File: src/rtl/uart_pkg.sv
// Shared UART definitions: receiver state encoding, parity modes and the
// baud divisor calculation common to the RX and TX paths.
package uart_pkg;

  typedef enum logic [2:0] {
    ST_IDLE  = 3'd0,
    ST_START = 3'd1,
    ST_DATA  = 3'd2,
    ST_PAR   = 3'd3,
    ST_STOP  = 3'd4,
    ST_BREAK = 3'd5
  } rx_state_e;

  localparam int PARITY_NONE = 0;
  localparam int PARITY_ODD  = 1;
  localparam int PARITY_EVEN = 2;

  // Integer-truncated clocks per bit; both serializer and deserializer use it.
  function automatic int divisor(input int clk_freq, input int baud_rate);
    return clk_freq / baud_rate;
  endfunction

endpackage

File: src/rtl/uart_rx_deserializer_if.sv
// Push-side bus between the UART receive front end and the RX FIFO.
// Signal names are as seen from the deserializer (master).
interface uart_rx_deserializer_if #(
  parameter int DATA_BITS = 8
);
  logic                 i_full;
  logic [DATA_BITS-1:0] o_data;
  logic                 o_push;
  logic                 o_frame_err;
  logic                 o_parity_err;
  logic                 o_overrun;

  modport master (
    input  i_full,
    output o_data,
    output o_push,
    output o_frame_err,
    output o_parity_err,
    output o_overrun
  );

  modport slave (
    output i_full,
    input  o_data,
    input  o_push,
    input  o_frame_err,
    input  o_parity_err,
    input  o_overrun
  );
endinterface

File: src/rtl/uart_rx_deserializer_sync_2ff.sv
// Two-flop synchronizer for asynchronous input pins; the reset value is a
// parameter so idle-high lines come out of reset in their idle state.
module sync_2ff #(
  parameter int               WIDTH   = 1,
  parameter logic [WIDTH-1:0] RST_VAL = '0
) (
  input  logic             clk,
  input  logic             n_rst,
  input  logic [WIDTH-1:0] d,
  output logic [WIDTH-1:0] q
);
  logic [WIDTH-1:0] meta_q, meta_d;
  logic [WIDTH-1:0] sync_q, sync_d;

  always_comb begin
    meta_d = d;
    sync_d = meta_q;
  end

  always_ff @(posedge clk or negedge n_rst) begin
    if (!n_rst) begin
      meta_q <= RST_VAL;
      sync_q <= RST_VAL;
    end else begin
      meta_q <= meta_d;
      sync_q <= sync_d;
    end
  end

  assign q = sync_q;
endmodule

File: src/rtl/uart_rx_deserializer.sv
// UART receive front end: mid-bit sampling of the synchronized RX line and a
// single-cycle push of each completed word plus its error flags into the RX FIFO.
module uart_rx_deserializer
  import uart_pkg::*;
#(
  parameter int CLK_FREQ  = 50000000,
  parameter int BAUD_RATE = 115200,
  parameter int DATA_BITS = 8,
  parameter int STOP_BITS = 1,
  parameter int PARITY    = PARITY_NONE
) (
  input  logic                   clk,
  input  logic                   n_rst,
  input  logic                   i_rx,
  output logic                   o_busy,
  uart_rx_deserializer_if.master fifo
);
  localparam int               DIVISOR   = divisor(CLK_FREQ, BAUD_RATE);
  localparam int               CNT_W     = $clog2(DIVISOR);
  localparam logic [CNT_W-1:0] CNT_TICK  = CNT_W'(DIVISOR - 1);
  localparam logic [CNT_W-1:0] CNT_MID   = CNT_W'(DIVISOR / 2 - 1);
  localparam logic [3:0]       LAST_DATA = 4'(DATA_BITS - 1);
  localparam logic [3:0]       LAST_STOP = 4'(STOP_BITS - 1);

  logic rx_s;

  sync_2ff #(
    .WIDTH  (1),
    .RST_VAL(1'b1)
  ) u_sync (
    .clk  (clk),
    .n_rst(n_rst),
    .d    (i_rx),
    .q    (rx_s)
  );

  rx_state_e            state_q, state_d;
  logic [CNT_W-1:0]     cnt_q, cnt_d;
  logic [3:0]           bit_cnt_q, bit_cnt_d;
  logic [DATA_BITS-1:0] shift_q, shift_d;
  logic                 frame_err_q, frame_err_d;
  logic                 parity_err_q, parity_err_d;
  logic [DATA_BITS-1:0] data_q, data_d;
  logic                 frame_flag_q, frame_flag_d;
  logic                 parity_flag_q, parity_flag_d;
  logic                 push_q, push_d;
  logic                 overrun_q, overrun_d;
  logic                 tick;
  logic                 stop_fe;

  assign tick    = (cnt_q == CNT_TICK);
  // Frame error including the stop sample being taken this cycle.
  assign stop_fe = frame_err_q | ~rx_s;

  always_comb begin
    state_d       = state_q;
    cnt_d         = tick ? '0 : cnt_q + CNT_W'(1);
    bit_cnt_d     = bit_cnt_q;
    shift_d       = shift_q;
    frame_err_d   = frame_err_q;
    parity_err_d  = parity_err_q;
    data_d        = data_q;
    frame_flag_d  = frame_flag_q;
    parity_flag_d = parity_flag_q;
    push_d        = 1'b0;
    overrun_d     = 1'b0;

    case (state_q)
      ST_IDLE: begin
        cnt_d = '0;
        if (!rx_s) state_d = ST_START;
      end
      ST_START: begin
        if (cnt_q == CNT_MID) begin
          if (rx_s) begin
            state_d = ST_IDLE;
          end else begin
            state_d      = ST_DATA;
            bit_cnt_d    = '0;
            frame_err_d  = 1'b0;
            parity_err_d = 1'b0;
          end
        end
      end
      ST_DATA: begin
        if (tick) begin
          shift_d   = {rx_s, shift_q[DATA_BITS-1:1]};
          bit_cnt_d = bit_cnt_q + 4'd1;
          if (bit_cnt_q == LAST_DATA) begin
            bit_cnt_d = '0;
            state_d   = (PARITY != PARITY_NONE) ? ST_PAR : ST_STOP;
          end
        end
      end
      ST_PAR: begin
        if (tick) begin
          parity_err_d = ((^shift_q) ^ rx_s) != (PARITY == PARITY_ODD);
          state_d      = ST_STOP;
        end
      end
      ST_STOP: begin
        if (tick) begin
          frame_err_d = stop_fe;
          bit_cnt_d   = bit_cnt_q + 4'd1;
          if (bit_cnt_q == LAST_STOP) begin
            bit_cnt_d = '0;
            // A full FIFO drops the word and leaves the visible outputs untouched.
            if (!fifo.i_full) begin
              push_d        = 1'b1;
              data_d        = shift_q;
              frame_flag_d  = stop_fe;
              parity_flag_d = parity_err_q;
            end else begin
              overrun_d = 1'b1;
            end
            state_d = stop_fe ? ST_BREAK : ST_IDLE;
          end
        end
      end
      ST_BREAK: begin
        cnt_d = '0;
        if (rx_s) state_d = ST_IDLE;
      end
      default: state_d = ST_IDLE;
    endcase

    if (state_d != state_q) cnt_d = '0;
  end

  always_ff @(posedge clk or negedge n_rst) begin
    if (!n_rst) begin
      state_q       <= ST_IDLE;
      cnt_q         <= '0;
      bit_cnt_q     <= '0;
      shift_q       <= '0;
      frame_err_q   <= 1'b0;
      parity_err_q  <= 1'b0;
      data_q        <= '0;
      frame_flag_q  <= 1'b0;
      parity_flag_q <= 1'b0;
      push_q        <= 1'b0;
      overrun_q     <= 1'b0;
    end else begin
      state_q       <= state_d;
      cnt_q         <= cnt_d;
      bit_cnt_q     <= bit_cnt_d;
      shift_q       <= shift_d;
      frame_err_q   <= frame_err_d;
      parity_err_q  <= parity_err_d;
      data_q        <= data_d;
      frame_flag_q  <= frame_flag_d;
      parity_flag_q <= parity_flag_d;
      push_q        <= push_d;
      overrun_q     <= overrun_d;
    end
  end

  assign o_busy            = (state_q != ST_IDLE);
  assign fifo.o_data       = data_q;
  assign fifo.o_push       = push_q;
  assign fifo.o_frame_err  = frame_flag_q;
  assign fifo.o_parity_err = parity_flag_q;
  assign fifo.o_overrun    = overrun_q;
endmodule

File: src/flat_wrapper.sv
// flat-port wrapper written by rule: the top's interface ports become plain ports
module uart_rx_deserializer_flat import uart_pkg::*;
#(
  parameter int CLK_FREQ  = 50000000,
  parameter int BAUD_RATE = 115200,
  parameter int DATA_BITS = 8,
  parameter int STOP_BITS = 1,
  parameter int PARITY    = PARITY_NONE
)
  (clk, n_rst, i_rx, o_busy, fifo_i_full, fifo_o_data, fifo_o_push, fifo_o_frame_err, fifo_o_parity_err, fifo_o_overrun);
  uart_rx_deserializer_if #(.DATA_BITS(DATA_BITS)) fifo_i ();
  input  logic clk;
  input  logic n_rst;
  input  logic i_rx;
  output logic o_busy;
  input wire logic [$bits(fifo_i.i_full)-1:0] fifo_i_full;
  output wire logic [$bits(fifo_i.o_data)-1:0] fifo_o_data;
  output wire logic [$bits(fifo_i.o_push)-1:0] fifo_o_push;
  output wire logic [$bits(fifo_i.o_frame_err)-1:0] fifo_o_frame_err;
  output wire logic [$bits(fifo_i.o_parity_err)-1:0] fifo_o_parity_err;
  output wire logic [$bits(fifo_i.o_overrun)-1:0] fifo_o_overrun;
  assign fifo_i.i_full = fifo_i_full;
  assign fifo_o_data = fifo_i.o_data;
  assign fifo_o_push = fifo_i.o_push;
  assign fifo_o_frame_err = fifo_i.o_frame_err;
  assign fifo_o_parity_err = fifo_i.o_parity_err;
  assign fifo_o_overrun = fifo_i.o_overrun;
  uart_rx_deserializer #(.CLK_FREQ(CLK_FREQ), .BAUD_RATE(BAUD_RATE), .DATA_BITS(DATA_BITS), .STOP_BITS(STOP_BITS), .PARITY(PARITY)) u_core (.clk(clk), .n_rst(n_rst), .i_rx(i_rx), .o_busy(o_busy), .fifo(fifo_i));
endmodule
File: config.mk
export PLATFORM = sky130hd
export DESIGN_NAME = uart_rx_deserializer_flat
export DESIGN_NICKNAME = d
export VERILOG_FILES = /design/src/rtl/uart_pkg.sv /design/src/rtl/uart_rx_deserializer_if.sv /design/src/rtl/uart_rx_deserializer_sync_2ff.sv /design/src/rtl/uart_rx_deserializer.sv /design/src/flat_wrapper.sv
export SDC_FILE = /design/constraint.sdc
export NUM_CORES = 1
export LEC_CHECK = 0
export CAP_MARGIN = 20
export CORE_ASPECT_RATIO = 1.1
export CORE_MARGIN = 3
export CORE_UTILIZATION = 61
export DETAILED_ROUTE_END_ITERATION = 7
export PLACE_DENSITY = 0.87
export SLEW_MARGIN = 10
export SYNTH_ARGS = -nofsm -noshare
export SYNTH_HDL_FRONTEND = slang
export SYNTH_HIERARCHICAL = 1
export SYNTH_SLANG_ARGS = --single-unit
File: constraint.sdc
create_clock -name clk -period 5.6 [get_ports clk]
set_input_delay 0.56 -clock clk [delete_from_list [all_inputs] [get_ports clk]]
set_output_delay 0.56 -clock clk [all_outputs]
set_load 0.1 [all_outputs]
==> summary.md <==
| Metric | Value |
|---|---|
| Worst setup SP type | flip-flop |
| Fillers | between 200 and 250 |
| CP max FO | 10 |
| Leakage | 1.06 nW |
| Iteration count of the initial detailed-routing pass | 4 |
| Syn-to-layout area delta | 10.7% |
| Cts bufs inserted | 5 |
| Skew final | roughly 0.010 ns |
| Yosys synthesis warning count | 6 |
| Number of clock sinks | 40 |
| Ys flop type | dfrtp_1 |
| Critical path start-end classification | reg -> out |
| Post-CTS Resized | 0 |
| Diodes inserted | 0 |
| Worst vdd ir | between 100 and 150 µV |
| Antenna violations before repair | 0 |
| Post-Syn Instances | roughly 180 |
| Die Y-Extent | roughly 67 µm |
| Max Cap Viol | 0 |
| GRT overflow | 0 |
| Vias in the first global route | 1382 |
| Reg2Reg Depth | 3 |
| Max Slew Vio Count | 0 |
| Clk pin slew, worst setup/hold paths | about 0.12 ns |
| Pin count of the biggest net entering global routing | 41 |
| Slew @ Worst Pin | ~0.98 ns |
| Post-synth EDFFs | 0 |
| Die width | between 60 and 70 µm |
| Hold-fix buffers, CTS | 0 |
| Slew margin rel. | around a third |
| CP arrival | approximately 2.5 ns |
| Hpwl dp | roughly 2800 µm |
| Htree depth | 2 |
| Final net count | between 200 and 250 |
| Post-synthesis instance area | 2060 µm² |
| Required time of the critical path | 5.04 ns |
| RSZ-0062 raised after global routing | false |
| Cell total after placement | 221 |
| Core area | about 3200 µm² |
| Buffers added on ports | 16 |
| CTS Root Cell | clkbuf_4 |
| RePlAce Congestion | about 0.86 |
| CTS tree | done |
| Commonest non-fill, non-tap cell in the layout | dfrtp_1 |
| Setup crit start | u_core/state_q[0] |
| Tcrit/Tclk final | a little under three fifths |
| Setup bufs post-CTS | 0 |
| Number of vias per cell | approximately 6.2 |
| Netlist cell types | 48 |
| Async S/R FF share, synth | 100% |
| Rows | 21 |
| Critical Path End Type | primary output |
| Share of layout cells above drive strength 1 | 20.5% |
| Status | finished clean |
| PwrDens | between 150 and 200 nW/µm² |
| Per-cell routed wire length | between 15 and 20 µm |
| Via count | approximately 1.4k |
| Hold Fails Final Rpt | 0 |
| DRT Wirelength | slightly below 4000 µm |
| First-pass GRT wire length | around 6500 µm |
| Total I/O pin count | 17 |
| Total negative setup slack | 0 ns |
| Final ANT Viol Nets | 0 |
| Final setup vio count | 0 |
| Synthesized flop and latch total | 40 |
| Register area share after synthesis | about 50% |
| Syn_nets | 185 |
| Fin cells | 229 |
| Initial DRC Count | 63 |
| Period minus WS final | 3.09 ns |
| Final routed DRC violation total | 0 |
| Syn avg cell area | between 10 and 15 µm² |
| Max Freq | 0.324 GHz |
| RR Startpoint | u_core/state_q[0] |
| GR Util All Layers | 21.9% |
| Later-pin clock latency in the skew report | between 0.3 and 0.4 ns |
| DIE AREA | just over 4000 µm² |
| Initial Util | about two thirds |
| Clock buffer depth | 2 |
| Hold crit path type | in -> async |
| Commonest cells after routing, fill and taps aside | dfrtp_1 (38), clkdlybuf4s50_1 (15), nor2_1 (10), xnor2_1 (10) |
cells by family (layout without fill, tap and decap cells):
group	count (synthesis)	after routing	synth area share, %
multiplexers	19	19	12.0
adder cells (fa/ha/maj)	5	5	3.03
XOR/XNOR	15	15	7.04
AO/OA/AOI/OAI	25	25	8.01
buffers and inverters	15	34	3.34
flip-flops	40	40	48.7
AND/OR/NAND/NOR	57	57	18.0
path summary, 6_finish.rpt:
check	endpoint	slack, ns
setup / recovery	o_busy	2.51
hold / removal	u_core/cnt_q[2]	0.29
setup reg to reg	u_core/fifo.o_data[0]	3.11
hold reg to reg	u_core/u_sync/q	0.37
max in group asynchronous	u_core/bit_cnt_q[0]	4.76
min in group clk	u_core/u_sync/q	0.37
per-layer routing:
layer	vias up	share of wire (%)	global-route usage, %
met5	-	0	0
met4	0	1.8	9.28
met3	8	4.3	5.43
met2	44	50	34.1
met1	697	44	28.7
li1	665	-	-
stage by stage:
| stage | worst slack [ns] | util [%] | hold WS, ns | instance area [µm²] | power, W |
|---|---|---|---|---|---|
| final | 2.51 | 72.4 | 0.293 | 2280 | 0.000445 |
| after global routing | 2.38 | 72.4 | 0.340 | 2280 | 0.000461 |
| after CTS | 2.50 | 72.4 | 0.317 | 2280 | 0.000450 |
| after detailed placement | 2.92 | 70.7 | 0.353 | 2230 | 0.000306 |
| after global placement | 3.01 | 70.7 | 0.346 | 2230 | 0.000305 |
| after floorplan | 3.65 | - | 0.264 | 2060 | 0.000298 |
critical path: stages (launching register included):
cell	delay [ns]
dfrtp_1	0.56
clkinv_1	0.32
nand2_1	0.14
clkdlybuf4s50_1	1.15
Yosys cell counts, types with 2 or more instances:
cell type	instances	area share (%)
ha_1	5	3.0
a211oi_1	4	1.5
dfstp_2	2	2.5
o21ai_0	4	0.97
inv_1	9	1.6
buf_2	4	0.97
a21oi_1	6	1.5
nand4_1	7	2.1
nor2_1	10	1.8
nand2b_1	3	0.91
nor2b_1	2	0.61
o22ai_1	2	0.61
mux2_4	9	6.6
mux2_2	9	4.9
a31oi_1	2	0.61
xnor2_1	10	4.2
xor2_1	4	1.7
nor3_1	5	1.2
nand2_1	8	1.5
nand3_1	6	1.5
dfrtp_1	38	46
state kept, by name, indices dropped and copies added, names as in the netlist:
name	count
u_core/bit_cnt_q	4
u_core/cnt_q	9
u_core/fifo.o_data	8
u_core/fifo.o_frame_err	1
u_core/fifo.o_overrun	1
u_core/fifo.o_parity_err	1
u_core/fifo.o_push	1
u_core/frame_err_q	1
u_core/parity_err_q	1
u_core/shift_q	8
u_core/state_q	3
u_core/u_sync/meta_q	1
u_core/u_sync/q	1
power by group:
group	total, W	internal (W)	switching, W
sequential	0.000291	0.000290	0.00000123
clock	0.000145	0.0000485	0.0000963
combinational	0.00000869	0.00000228	0.00000641
area by class of cell:
class,instances,area (µm²),share of cell area (%)
flip-flops and latches,40,1000,44.0
clock buffers,6,41.3,1.81
multi-input cells,121,990,43.4
repair buffers,16,155,6.80
well taps,34,42.5,1.86
clock inverters,2,12.5,0.548
inverters,10,37.5,1.64
Power figures use the tool's default switching activity.
